===== src/rtl/pe_weight_loader_pkg.sv =====
// Shared types and constants for the PE weight-loader control path.
// Imported by the loader and by any array-level control that walks its states.
package pe_weight_loader_pkg;

  typedef enum logic [2:0] {
    ST_IDLE  = 3'd0,
    ST_CLEAR = 3'd1,
    ST_LOAD  = 3'd2,
    ST_PAD   = 3'd3,
    ST_DONE  = 3'd4
  } state_e;

  // Value shifted into the chain for kernel rows missing from a sparse group.
  localparam int unsigned PAD_FILL = 0;

  function automatic logic is_busy(input state_e st);
    return st != ST_IDLE;
  endfunction

endpackage


===== src/rtl/pe_weight_loader_if.sv =====
// Sparse weight-entry stream: one nonzero weight plus its feature select and
// column number per valid/ready transfer, with a last flag closing the group.
interface pe_weight_loader_if #(
  parameter int F_WIDTH       = 8,
  parameter int SEL_WIDTH     = 2,
  parameter int NUM_COL_WIDTH = 2
);

  logic                      s_valid_i;
  logic                      s_ready_o;
  logic signed [F_WIDTH-1:0] s_weight_i;
  logic [SEL_WIDTH-1:0]      s_sel_i;
  logic [NUM_COL_WIDTH-1:0]  s_col_i;
  logic                      s_last_i;

  modport master (
    output s_valid_i, s_weight_i, s_sel_i, s_col_i, s_last_i,
    input  s_ready_o
  );

  modport slave (
    input  s_valid_i, s_weight_i, s_sel_i, s_col_i, s_last_i,
    output s_ready_o
  );

endinterface


===== src/rtl/pe_weight_loader.sv =====
// Loads one group of sparse weights into an N-deep PE shift chain: clears the
// chain, shifts accepted entries in, zero-pads short groups, then signals done.
module pe_weight_loader
  import pe_weight_loader_pkg::*;
#(
  parameter int F_WIDTH       = 8,
  parameter int N             = 3,
  parameter int SEL_WIDTH     = $clog2(N),
  parameter int NUM_COL_WIDTH = $clog2(N),
  parameter int CNT_WIDTH     = $clog2(N + 1)
) (
  input  logic                      clk_i,
  input  logic                      rst_i,
  input  logic                      start_i,
  pe_weight_loader_if.slave         s,
  output logic signed [F_WIDTH-1:0] f_weight_o,
  output logic [SEL_WIDTH-1:0]      f_sel_o,
  output logic [NUM_COL_WIDTH-1:0]  column_num_o,
  output logic                      wreg_wr_en_o,
  output logic                      f_sel_ld_o,
  output logic                      column_num_ld_o,
  output logic                      wreg_rst_o,
  output logic                      f_sel_rst_o,
  output logic                      column_num_rst_o,
  output logic                      busy_o,
  output logic                      done_o,
  output logic                      last_err_o
);

  state_e                    state_q, state_d;
  logic [CNT_WIDTH-1:0]      cnt_q, cnt_d;
  logic [CNT_WIDTH-1:0]      cnt_inc;
  logic                      group_full;
  logic signed [F_WIDTH-1:0] weight_q, weight_d;
  logic [SEL_WIDTH-1:0]      sel_q, sel_d;
  logic [NUM_COL_WIDTH-1:0]  col_q, col_d;
  logic                      shift_q, shift_d;
  logic                      last_err_q, last_err_d;

  // cnt_q counts shifts already issued into the chain this group.
  assign cnt_inc    = cnt_q + CNT_WIDTH'(1);
  assign group_full = (cnt_inc == CNT_WIDTH'(N));

  always_comb begin
    // NOTE: every signal gets a default before the case so no path leaves it
    // unassigned; a missing default here would infer a latch.
    state_d    = state_q;
    cnt_d      = cnt_q;
    weight_d   = weight_q;
    sel_d      = sel_q;
    col_d      = col_q;
    shift_d    = 1'b0;
    last_err_d = 1'b0;

    unique case (state_q)
      ST_IDLE: begin
        if (start_i) state_d = ST_CLEAR;
      end
      ST_CLEAR: begin
        cnt_d   = '0;
        state_d = ST_LOAD;
      end
      ST_LOAD: begin
        if (s.s_valid_i) begin
          weight_d = s.s_weight_i;
          sel_d    = s.s_sel_i;
          col_d    = s.s_col_i;
          shift_d  = 1'b1;
          cnt_d    = cnt_inc;
          if (group_full) begin
            state_d    = ST_DONE;
            last_err_d = ~s.s_last_i;
          end else if (s.s_last_i) begin
            state_d = ST_PAD;
          end
        end
      end
      ST_PAD: begin
        weight_d = F_WIDTH'(PAD_FILL);
        sel_d    = SEL_WIDTH'(PAD_FILL);
        col_d    = NUM_COL_WIDTH'(PAD_FILL);
        shift_d  = 1'b1;
        cnt_d    = cnt_inc;
        if (group_full) state_d = ST_DONE;
      end
      ST_DONE: begin
        state_d = ST_IDLE;
      end
      default: begin
        state_d = ST_IDLE;
      end
    endcase
  end

  // NOTE: sequential state uses non-blocking assignments so every flop samples
  // the pre-edge value of the others, independent of statement order.
  always_ff @(posedge clk_i) begin
    if (rst_i) begin
      state_q    <= ST_IDLE;
      cnt_q      <= '0;
      weight_q   <= '0;
      sel_q      <= '0;
      col_q      <= '0;
      shift_q    <= 1'b0;
      last_err_q <= 1'b0;
    end else begin
      state_q    <= state_d;
      cnt_q      <= cnt_d;
      weight_q   <= weight_d;
      sel_q      <= sel_d;
      col_q      <= col_d;
      shift_q    <= shift_d;
      last_err_q <= last_err_d;
    end
  end

  // Status and clear strobes decode straight from the state register.
  assign s.s_ready_o      = (state_q == ST_LOAD);
  assign busy_o           = is_busy(state_q);
  assign done_o           = (state_q == ST_DONE);
  assign last_err_o       = last_err_q;
  assign wreg_rst_o       = (state_q == ST_CLEAR);
  assign f_sel_rst_o      = (state_q == ST_CLEAR);
  assign column_num_rst_o = (state_q == ST_CLEAR);

  assign f_weight_o       = weight_q;
  assign f_sel_o          = sel_q;
  assign column_num_o     = col_q;
  assign wreg_wr_en_o     = shift_q;
  assign f_sel_ld_o       = shift_q;
  assign column_num_ld_o  = shift_q;

endmodule


===== src/flat_wrapper.sv =====
// flat-port wrapper written by rule: the top's interface ports become plain ports
module pe_weight_loader_flat import pe_weight_loader_pkg::*;
#(
  parameter int F_WIDTH       = 8,
  parameter int N             = 3,
  parameter int SEL_WIDTH     = $clog2(N),
  parameter int NUM_COL_WIDTH = $clog2(N),
  parameter int CNT_WIDTH     = $clog2(N + 1)
)
  (clk_i, rst_i, start_i, f_weight_o, f_sel_o, column_num_o, wreg_wr_en_o, f_sel_ld_o, column_num_ld_o, wreg_rst_o, f_sel_rst_o, column_num_rst_o, busy_o, done_o, last_err_o, s_s_valid_i, s_s_weight_i, s_s_sel_i, s_s_col_i, s_s_last_i, s_s_ready_o);
  pe_weight_loader_if #(.F_WIDTH(F_WIDTH), .SEL_WIDTH(SEL_WIDTH), .NUM_COL_WIDTH(NUM_COL_WIDTH)) s_i ();
  input  logic clk_i;
  input  logic rst_i;
  input  logic start_i;
  output logic signed [F_WIDTH-1:0] f_weight_o;
  output logic [SEL_WIDTH-1:0] f_sel_o;
  output logic [NUM_COL_WIDTH-1:0] column_num_o;
  output logic wreg_wr_en_o;
  output logic f_sel_ld_o;
  output logic column_num_ld_o;
  output logic wreg_rst_o;
  output logic f_sel_rst_o;
  output logic column_num_rst_o;
  output logic busy_o;
  output logic done_o;
  output logic last_err_o;
  input wire logic [$bits(s_i.s_valid_i)-1:0] s_s_valid_i;
  input wire logic [$bits(s_i.s_weight_i)-1:0] s_s_weight_i;
  input wire logic [$bits(s_i.s_sel_i)-1:0] s_s_sel_i;
  input wire logic [$bits(s_i.s_col_i)-1:0] s_s_col_i;
  input wire logic [$bits(s_i.s_last_i)-1:0] s_s_last_i;
  output wire logic [$bits(s_i.s_ready_o)-1:0] s_s_ready_o;
  assign s_i.s_valid_i = s_s_valid_i;
  assign s_i.s_weight_i = s_s_weight_i;
  assign s_i.s_sel_i = s_s_sel_i;
  assign s_i.s_col_i = s_s_col_i;
  assign s_i.s_last_i = s_s_last_i;
  assign s_s_ready_o = s_i.s_ready_o;
  pe_weight_loader #(.F_WIDTH(F_WIDTH), .N(N), .SEL_WIDTH(SEL_WIDTH), .NUM_COL_WIDTH(NUM_COL_WIDTH), .CNT_WIDTH(CNT_WIDTH)) u_core (.clk_i(clk_i), .rst_i(rst_i), .start_i(start_i), .s(s_i), .f_weight_o(f_weight_o), .f_sel_o(f_sel_o), .column_num_o(column_num_o), .wreg_wr_en_o(wreg_wr_en_o), .f_sel_ld_o(f_sel_ld_o), .column_num_ld_o(column_num_ld_o), .wreg_rst_o(wreg_rst_o), .f_sel_rst_o(f_sel_rst_o), .column_num_rst_o(column_num_rst_o), .busy_o(busy_o), .done_o(done_o), .last_err_o(last_err_o));
endmodule

===== config.mk =====
export PLATFORM = sky130hd
export DESIGN_NAME = pe_weight_loader_flat
export DESIGN_NICKNAME = d
export VERILOG_FILES = /design/src/rtl/pe_weight_loader_pkg.sv /design/src/rtl/pe_weight_loader_if.sv /design/src/rtl/pe_weight_loader.sv /design/src/flat_wrapper.sv
export SDC_FILE = /design/constraint.sdc
export NUM_CORES = 1
export LEC_CHECK = 0
export CORE_UTILIZATION = 38
export DETAILED_ROUTE_END_ITERATION = 10
export PLACE_DENSITY = 0.77
export SLEW_MARGIN = 0
export SYNTH_ARGS = -nofsm -noshare
export SYNTH_HDL_FRONTEND = slang
export SYNTH_SLANG_ARGS = --single-unit

===== constraint.sdc =====
create_clock -name clk_i -period 1.6 [get_ports clk_i]
set_input_delay 0.16 -clock clk_i [delete_from_list [all_inputs] [get_ports clk_i]]
set_output_delay 0.16 -clock clk_i [all_outputs]
set_load 0.01 [all_outputs]

==> summary.md <==
The flow ran to the end, and the final reports show no timing, DRC or antenna violations. Setup slack on the worst reg-to-reg path comes out at 260 ps. The CTS H-tree depth was 1; the buffering stage count on the worst path with inverters included was 1. For the layout net count, the log shows 123. The worst register-to-register path has a depth of 4. For this run, the detailed router's first-pass iteration total came to 4. The worst path arrival time was 1350 ps. Category of the worst setup path capture point: an output pin.

The count of cells in the finished layout, fillers not included, comes to 131. For the worst setup path, the data required time is 1440 ps. The run gives 0 as the final number of max-transition violations.

The clock tree root buffer cell is clkbuf_4. The total of endpoints with negative setup slack in the final report was 0. Average detailed-routed wire length per instance: 12.5 microns.

After synthesis, the most frequently instantiated cells are dfxtp_1, a22o_1, buf_4, buf_6. The synthesized netlist occupies a cell area of 778 sq um. The width of the die works out to 47.3 microns.

The critical path goes through or3_2, clkdlybuf4s15_1. During I/O placement, the number of pins put on the boundary was 39. The starting utilization of the core area came out at 40.1%. The via count of the first global-routing pass came out at 603. The total number of placement rows is 16, and the count of buffers from port buffering is 38. The tools report the final antenna diode count as 0. The tools report the placeable core region as 0.00194 sq mm.

For this run, the leading register cell type out of synthesis is dfxtp_1. The insertion delay of the later-clocked pin in the worst-skew pair came out at 290 ps. The worst hold path begins at start_i. In this run the worst path has a maximum fanout of 6. TritonCTS built the clock tree. After synthesis, the cell types taking the most area are dfxtp_1, a22o_1, buf_6, buf_4, nor3b_4.

The residual antenna-violating net count after detailed routing is 0, and the maximum frequency from static timing analysis is 0.662 GHz. For this design, the sink count on the clock tree is 19. The number of buffers inserted for hold repair after clock tree synthesis is 0.

The sum of net half-perimeters after detailed placement was 1250 microns; the instance count of the mapped netlist was 67. The post-CTS setup buffer count is 0. Summing internal, switching and leakage power gives 902 uW. Counting flops with a built-in enable in the synthesized netlist gives 0.

Slowest stage cell on the critical path: or3_2. For this run, the slowest stage of the critical path takes 450 ps. The share of async-settable or async-resettable flops after synthesis is 0%. The setup TNS after final layout came out at 0 ps. The power per standard cell area was 771 mW/mm^2; the violation count after the first detailed-route iteration was 1.

Entering global routing, the biggest net connects 14 pins. Sequential cells were found to cover 48.9% of the synthesized design area. The tools report the total via count in the routed design as 630. The path class of the tightest hold or removal check is input pin to register.

Across the run, the number of max-cap violations was 0. The tools report the number of nets produced by synthesis as 85. The Yosys step of the flow raised 0 warnings. The post-route DRC violation count is 0, and the final setup skew is 0.929 ps. The run gives 2530 microns as the wire length of the first global-routing pass. The peak ir drop on the vdd network came out at 0.555 mV. The worst pin sits at a relative slew slack of 77.2%.

After global routing the overflow that remains totals 0. The top cell type by area accounts for 48.9% of the synthesized area. The capture point of the worst reg-to-reg path was u_core.column_num_o[0]. Hold violation total from the final report: 0. The height of the chip was 47.3 microns.

Broken down by cell family, the worst path's largest delay share belongs to simple AND/OR/NAND/NOR gates. The final RePlAce weighted congestion is 0.757, and the period utilization is 94.4%. The final layout contains routed wiring with a total length of 1640 microns.

STA classifies the critical path startpoint as a register. After clock tree synthesis, the clock-pin slew on the worst setup and hold paths is 100 ps. The worst hold path was traced through 3 stages. The worst reg2reg path startpoint is u_core.state_q[0]. Die area: 0.00223 sq mm. Dividing the detail-routed via count by the number of cells gives 4.81. The most frequently used cell type in the post-synthesis netlist is dfxtp_1.

The path with the worst hold slack has its endpoint at u_core.state_q[0]. The number of antenna violations at the first check in global routing was 0; the transition time of the tightest slew-check pin was 341 ps. For the global-route usage over all layers, the log shows 16.6%.

Synthesis inferred 19 register bits. The cell taking the most area after synthesis was dfxtp_1. In this run, distinct cell masters in the synthesized netlist total 25.

In this run, placement finished with an instance count of 127. Relative to the synthesized area, the layout overhead comes to 50.3%. The total clock buffers created by CTS was 3; the average footprint of a synthesized cell was 11.6 sq um. In this run the deepest clock path goes through 2 buffers. In the final layout, the share of cells above drive strength 1 is 16.3%. The worst path needs 1510 ps of the cycle, external delays included. Setup repair after global routing left no endpoint under its margin. The kind of critical path is register to output pin. In this run the static leakage power is 0.000477 uW.
==> per-layer routing <==
layer / routed length, microns / GRT usage, % / up-vias / part of all wire, %
li1: - / - / 313 / -
met1: 679 / 17.6 / 288 / 41
met2: 854 / 29.9 / 29 / 52
met3: 108 / 4.23 / 0 / 6.6
met4: 0 / 8.57 / 0 / 0
met5: 0 / 0 / - / 0
==> stage by stage <==
step	hold slack [ps]	util (%)	setup WS, ps	area, sq um
CTS	419	60.1	32.5	1170
global route	448	60.2	22.2	1170
global placement	458	58.7	148	1140
floorplan	233	-	359	778
detailed placement	462	58.7	93.6	1140
finish	429	60.2	89.9	1170
==> power breakdown <==
part           switching (uW)  total (uW)  internal (uW)
registers                13.5         503            489
clock network             135         232           96.9
logic                    65.1         167            101
total                     214         902            688
==> final cells by class <==
class	instances	area [sq um]
Timing Repair Buffer	42	404
Inverter	3	11.3
Multi-Input combinational cell	36	309
Clock buffer	4	26.3
Sequential cell	19	385
Fill cell	175	772
Tap cell	27	33.8
==> sequential cells by signal, summed over array words and instances (netlist names) <==
name	count
u_core.f_sel_o	2
u_core.column_num_o	2
u_core.state_q	3
u_core.column_num_ld_o	1
u_core.last_err_o	1
u_core.cnt_q	2
u_core.f_weight_o	8
==> cell usage in the layout, fill, tap and decap left out, drive strengths merged <==
cell type and n:
a211oi 2, a21oi 4, a22o 12, and2 1, and3b 2, buf 4
clkbuf 4, clkdlybuf4s15 1, clkdlybuf4s50 32, dfxtp 19, dlygate4sd2 5, ha 1
inv 3, nand2 1, nand2b 1, nor2 2, nor3 1, nor3b 3
nor4 1, o211a 1, o21a 1, o2bb2ai 1, or3 1, or3b 1
==> tightest hold or removal path, cell delays in order <==
cell and delay, ps:
clkdlybuf4s50_1 390, nand2_1 60, a211oi_1 60
==> worst max path at each step <==
stage / start / to / slack, ps / cells past startpoint
CTS: u_core.state_q[2] / busy_o / 30 / 2
detailed placement: s_s_valid_i / u_core.column_num_o[0] / 90 / 4
global placement: s_s_valid_i / u_core.f_weight_o[3] / 150 / 4
finish: u_core.state_q[2] / busy_o / 90 / 2
global route: u_core.state_q[2] / busy_o / 20 / 2
floorplan: u_core.state_q[2] / f_sel_rst_o / 360 / 3
==> kinds of logic after synthesis <==
logic type	after synthesis	synth area share (%)
buf+inv	12	12.1
fa+ha+maj	1	1.61
compound gates	21	23.0
simple gates	14	14.5
flops	19	48.9
==> what timing repair did <==
action | CTS | global route
pin swaps | 0 | 0
resized for setup | 9 | 2
endpoints found under the setup margin | 6 | 1
Power figures use the tool's default switching activity.
